==> config.mk <==
export PLATFORM = sky130hd
export DESIGN_NAME = keypad_calc
export DESIGN_NICKNAME = d
export VERILOG_FILES = /design/src/rtl/keypad_calc.sv
export SDC_FILE = /design/constraint.sdc
export NUM_CORES = 1
export LEC_CHECK = 0
export ABC_AREA = 1
export BUFFER_PORTS_ARGS = -buffer_cell sky130_fd_sc_hd__buf_2
export CORE_UTILIZATION = 65
export DETAILED_ROUTE_END_ITERATION = 16
export PLACE_DENSITY_LB_ADDON = 0.3
export SYNTH_ARGS = -nofsm -noshare
export SYNTH_HDL_FRONTEND = slang
export SYNTH_SLANG_ARGS = --single-unit
==> constraint.sdc <==
create_clock -name clk -period 4.52 [get_ports clk]
set_input_delay 0.904 -clock clk [delete_from_list [all_inputs] [get_ports clk]]
set_output_delay 0.904 -clock clk [all_outputs]
set_load 0.01 [all_outputs]
==> src/rtl/keypad_calc.sv <==
// Keypad-driven decimal calculator: two operands of up to DIGITS digits,
// add / subtract / multiply, with a sequential shift-add multiplier.
module keypad_calc #(
    parameter int unsigned DIGITS = 2,
    parameter int unsigned OW     = 7
) (
    input  logic                        clk,
    input  logic                        clr_n,
    input  logic                        key_valid,
    input  logic [3:0]                  key_code,
    output logic [OW-1:0]               opnd_a,
    output logic [OW-1:0]               opnd_b,
    output logic [$clog2(DIGITS+1)-1:0] digit_cnt,
    output logic [2*OW-1:0]             result,
    output logic                        neg,
    output logic                        result_valid,
    output logic                        busy
);

    localparam int unsigned CW = $clog2(DIGITS + 1);
    localparam int unsigned MW = (OW > 1) ? $clog2(OW) : 1;

    if (2**OW <= 10**DIGITS - 1) begin : g_ow_too_small
        $error("keypad_calc: OW too narrow to hold DIGITS decimal digits");
    end

    typedef enum logic [1:0] {ENTER_A, ENTER_B, COMPUTE, DONE} state_e;
    typedef enum logic [1:0] {OP_ADD, OP_SUB, OP_MUL}          op_e;

    state_e              state_q, state_d;
    op_e                 op_q, op_key;
    logic [OW-1:0]       a_q, b_q;
    logic [CW-1:0]       cnt_q;
    logic [2*OW-1:0]     res_q;
    logic                neg_q;
    logic                rv_q;
    logic [2*OW-1:0]     acc_q, mcand_q;
    logic [OW-1:0]       mplier_q;
    logic [MW-1:0]       mstep_q;

    logic                key_digit, key_op, key_eq, key_clr;
    logic                can_digit, mul_last;
    logic [OW-1:0]       digit_ext, diff;
    logic [2*OW-1:0]     sum, mul_sum;

    always_comb begin
        key_digit = key_valid && (key_code <= 4'd9);
        key_op    = key_valid && (key_code inside {4'hA, 4'hB, 4'hC});
        key_eq    = key_valid && (key_code == 4'hE);
        key_clr   = key_valid && (key_code == 4'hF);
        case (key_code)
            4'hB:    op_key = OP_SUB;
            4'hC:    op_key = OP_MUL;
            default: op_key = OP_ADD;
        endcase
        digit_ext = OW'(key_code);
        can_digit = (cnt_q < CW'(DIGITS));
        mul_last  = (mstep_q == MW'(OW - 1));
        diff      = (a_q >= b_q) ? (a_q - b_q) : (b_q - a_q);
        sum       = (2*OW)'(a_q) + (2*OW)'(b_q);
        mul_sum   = acc_q + (mplier_q[0] ? mcand_q : '0);
    end

    always_ff @(posedge clk or negedge clr_n) begin
        if (!clr_n) state_q <= ENTER_A;
        else        state_q <= state_d;
    end

    always_comb begin
        state_d = state_q;
        if (key_clr) begin
            state_d = ENTER_A;
        end else begin
            case (state_q)
                ENTER_A: if (key_op) state_d = ENTER_B;
                ENTER_B: if (key_eq) state_d = COMPUTE;
                COMPUTE: if (op_q != OP_MUL || mul_last) state_d = DONE;
                DONE:    if (key_digit) state_d = ENTER_A;
                default: state_d = ENTER_A;
            endcase
        end
    end

    always_comb begin
        busy         = (state_q == COMPUTE);
        result_valid = rv_q;
    end

    // Multiplier consumes one bit of b per cycle; result only loads on the final step.
    always_ff @(posedge clk or negedge clr_n) begin
        if (!clr_n) begin
            op_q     <= OP_ADD;
            a_q      <= '0;
            b_q      <= '0;
            cnt_q    <= '0;
            res_q    <= '0;
            neg_q    <= 1'b0;
            rv_q     <= 1'b0;
            acc_q    <= '0;
            mcand_q  <= '0;
            mplier_q <= '0;
            mstep_q  <= '0;
        end else begin
            rv_q <= 1'b0;
            if (key_clr) begin
                op_q  <= OP_ADD;
                a_q   <= '0;
                b_q   <= '0;
                cnt_q <= '0;
                res_q <= '0;
                neg_q <= 1'b0;
            end else begin
                case (state_q)
                    ENTER_A: begin
                        if (key_digit && can_digit) begin
                            a_q   <= a_q * OW'(10) + digit_ext;
                            cnt_q <= cnt_q + CW'(1);
                        end else if (key_op) begin
                            op_q  <= op_key;
                            b_q   <= '0;
                            cnt_q <= '0;
                        end
                    end
                    ENTER_B: begin
                        if (key_digit && can_digit) begin
                            b_q   <= b_q * OW'(10) + digit_ext;
                            cnt_q <= cnt_q + CW'(1);
                        end else if (key_op) begin
                            op_q <= op_key;
                        end else if (key_eq) begin
                            acc_q    <= '0;
                            mcand_q  <= (2*OW)'(a_q);
                            mplier_q <= b_q;
                            mstep_q  <= '0;
                        end
                    end
                    COMPUTE: begin
                        case (op_q)
                            OP_MUL: begin
                                acc_q    <= mul_sum;
                                mcand_q  <= mcand_q << 1;
                                mplier_q <= mplier_q >> 1;
                                mstep_q  <= mstep_q + MW'(1);
                                if (mul_last) begin
                                    res_q <= mul_sum;
                                    neg_q <= 1'b0;
                                    rv_q  <= 1'b1;
                                end
                            end
                            OP_SUB: begin
                                res_q <= (2*OW)'(diff);
                                neg_q <= (a_q < b_q);
                                rv_q  <= 1'b1;
                            end
                            default: begin
                                res_q <= sum;
                                neg_q <= 1'b0;
                                rv_q  <= 1'b1;
                            end
                        endcase
                    end
                    DONE: begin
                        if (key_digit) begin
                            a_q   <= digit_ext;
                            b_q   <= '0;
                            cnt_q <= CW'(1);
                        end
                    end
                    default: ;
                endcase
            end
        end
    end

    assign opnd_a    = a_q;
    assign opnd_b    = b_q;
    assign digit_cnt = cnt_q;
    assign result    = res_q;
    assign neg       = neg_q;

endmodule

==> metrics.txt <==
ANT nets after route=0; Clock Tree Buf Depth=2; crit path time final=2630 ps; post-synth cell types=38; met3 Usage GRT=5.92%; Core Area=0.00872 sq mm; Hold-fix buffers, CTS=0; Inserted Clock Buffers=9; max-cap violations=0; register area share after synthesis=31.6%; clk sinks=74; WL final=14.3 mm; Layout area overhead=7.28%; Syn Nets=877; crit path max fanout=32; RSZ-0062 raised after global routing=no; postcts setup bufs=0; met2 global-route usage=51.6%; crit path DAT=2900 ps; GRT met1 Usage=44.2%; routability cong.=0.983; FF-to-FF Start=op_q[0]$_DFFE_PN0P_; num rows=34; Worst Clk Skew=5.05 ps; reg2reg end=mplier_q[0]$_DFFE_PN0P_; die height=96.9 um; post-DR vias/cell=5.66; post-route clock period utilization=58.1%; vias in the first global route=5,186; Post-Syn Area=0.00586 sq mm; status=finished, final reports clean; Max Fclk=381 MHz; gr busiest metal=met2; Hold Path Class=flip-flop to flip-flop; H-tree Lvls=3; Die Wd=96.9 um; Peak VDD IR=0.442 mV; Hold Fails Final Rpt=0; worst slew pin tran=1270 ps; Avg Inst Size Synth=7.26 sq um; fraction of layout cells with a size suffix above 1=11.2%; vias after detailed routing=5,395; WP data required=4800 ps; commonest non-fill, non-tap cell in the layout=nand2_1; Hold Slack=481 ps; Pleak=3.52 nW; IO buf count=39; Starting Density=67.2%; pin count of the biggest net entering global routing=75; Root Buffer Master=clkbuf_8; R2R setup slack=1890 ps; pwr dens=670 mW/mm^2; CP Launch Point=op_q[0]$_DFFE_PN0P_; synth warn=0; antenna cells=0; setup TNS=0 ps; Yosys reg bits=74; Final #Nets=910; critical path class=flip-flop to flip-flop; first-pass GRT wire length=24.4 mm; final setup vio count=0; DR pass1 iterations=5; initial detailed-routing violation count=338; GRT Total Usage=32.3%; Max Transition Viols Final=0; CP endpoint kind=flip-flop; Mapped Cells=807; grt total ovfl=0; most frequent cells in the layout=259 x nand2_1, 117 x inv_1, 74 x dfrtp_1; # fillers=730; I/O pin count=40; Post-CTS Resized=0; DIE AREA=0.00939 sq mm; TritonCTS clock tree=done; initial antenna violation count=0; crit start category=flip-flop; reg2reg path depth=10; DRC violations left=0; average wire per standard cell=15.0 um; Skew-Pair Late Insertion Delay=360 ps; Worst-path clk slew=90 ps; HPWL Detailed=10.9 mm; Slew HR=15.5%; Worst Setup EP=mplier_q[0]$_DFFE_PN0P_
-- state kept, by name, indices dropped and copies added (netlist names) --
| register | flops |
|---|---|
| acc_q | 14 |
| digit_cnt | 2 |
| mcand_q | 14 |
| mplier_q | 7 |
| mstep_q | 3 |
| neg | 1 |
| op_q | 2 |
| opnd_a | 7 |
| opnd_b | 7 |
| result | 14 |
| result_valid | 1 |
| state_q | 2 |
-- through the flow --
step	cell area (sq um)	std cells	utilization, %	setup WS [ps]	power, mW
after floorplan	5860	807	-	2320	3.02
after global routing	6280	953	72.1	1660	4.59
after global placement	6080	937	69.8	1730	3.56
after detailed placement	6080	937	69.8	1610	3.63
final	6280	953	72.1	1890	4.21
after CTS	6280	953	72.1	1930	4.17
-- cells by family after synthesis --
logic type | count (synthesis) | synth area share, %
flops | 74 | 31.6
compound gates | 91 | 9.93
xor+xnor | 23 | 3.44
buf+inv | 140 | 9.78
fa+ha+maj | 63 | 14.5
simple gates | 416 | 30.7
-- layer usage --
metal | wire length (um) | part of all wire [%] | vias to the layer above
met2 | 6610 | 46 | 207
li1 | - | - | 2644
met1 | 6420 | 45 | 2511
met5 | 0 | 0 | -
met3 | 948 | 6.6 | 33
met4 | 326 | 2.3 | 0
-- synth_stat cells (all sizes together) --
library cell | n | area (sq um)
dfrtp | 74 | 1850
a21boi | 1 | 7.51
clkbuf | 2 | 7.51
o311ai | 1 | 8.76
nand3b | 3 | 22.5
ha | 55 | 688
o211ai | 12 | 140
inv | 122 | 458
clkinv | 1 | 8.76
nor2 | 58 | 264
a22o | 1 | 8.76
a31oi | 3 | 18.8
xor2 | 17 | 149
fa | 8 | 160
nor3 | 6 | 41.3
o21ai | 39 | 214
a21oi | 24 | 120
o22ai | 9 | 56.3
nand2 | 264 | 1010
or2 | 5 | 31.3
o21bai | 1 | 7.51
nand3 | 62 | 315
xnor2 | 6 | 52.6
buf | 15 | 98.8
nand4 | 18 | 113
-- critical path, cell delays in order (launching register included) --
cell and delay (ps):
dfrtp_1 390, inv_1 70, ha_1 350, inv_1 180, nand2_1 80, o21ai_0 90
nor2_2 160, nand2_4 250, inv_2 250, nand2_1 400, o211ai_1 310
-- how the worst min path moves through the flow --
stage                      startpoint                      to  slack, ps  cells past startpoint
2_1_floorplan   acc_q[13]$_DFFE_PN0P_   acc_q[13]$_DFFE_PN0P_        450                      2
3_3_place_gp    result[2]$_DFFE_PN0P_   result[2]$_DFFE_PN0P_        460                      2
3_5_place_dp   result[10]$_DFFE_PN0P_  result[10]$_DFFE_PN0P_        460                      2
4_1_cts        result[10]$_DFFE_PN0P_  result[10]$_DFFE_PN0P_        490                      2
5_1_grt         result[9]$_DFFE_PN0P_   result[9]$_DFFE_PN0P_        510                      2
6_report       result[10]$_DFFE_PN0P_  result[10]$_DFFE_PN0P_        480                      2
-- area by class of cell --
cell class / count / area [sq um] / share of cell area [%]
Sequential cell: 74 / 1850 / 29.5
Clock inverter: 7 / 76.3 / 1.21
Clock buffer: 9 / 124 / 1.97
Tap cell: 108 / 135 / 2.15
Inverter: 123 / 467 / 7.43
Multi-Input combinational cell: 593 / 3430 / 54.6
Timing Repair Buffer: 39 / 198 / 3.15
-- power breakdown --
part / switching (mW) / internal [mW] / total (mW)
clock: 0.279 / 0.259 / 0.538
sequential: 0.211 / 0.840 / 1.05
combinational: 1.73 / 0.891 / 2.62
No activity file was read; power rests on OpenSTA's default activity.
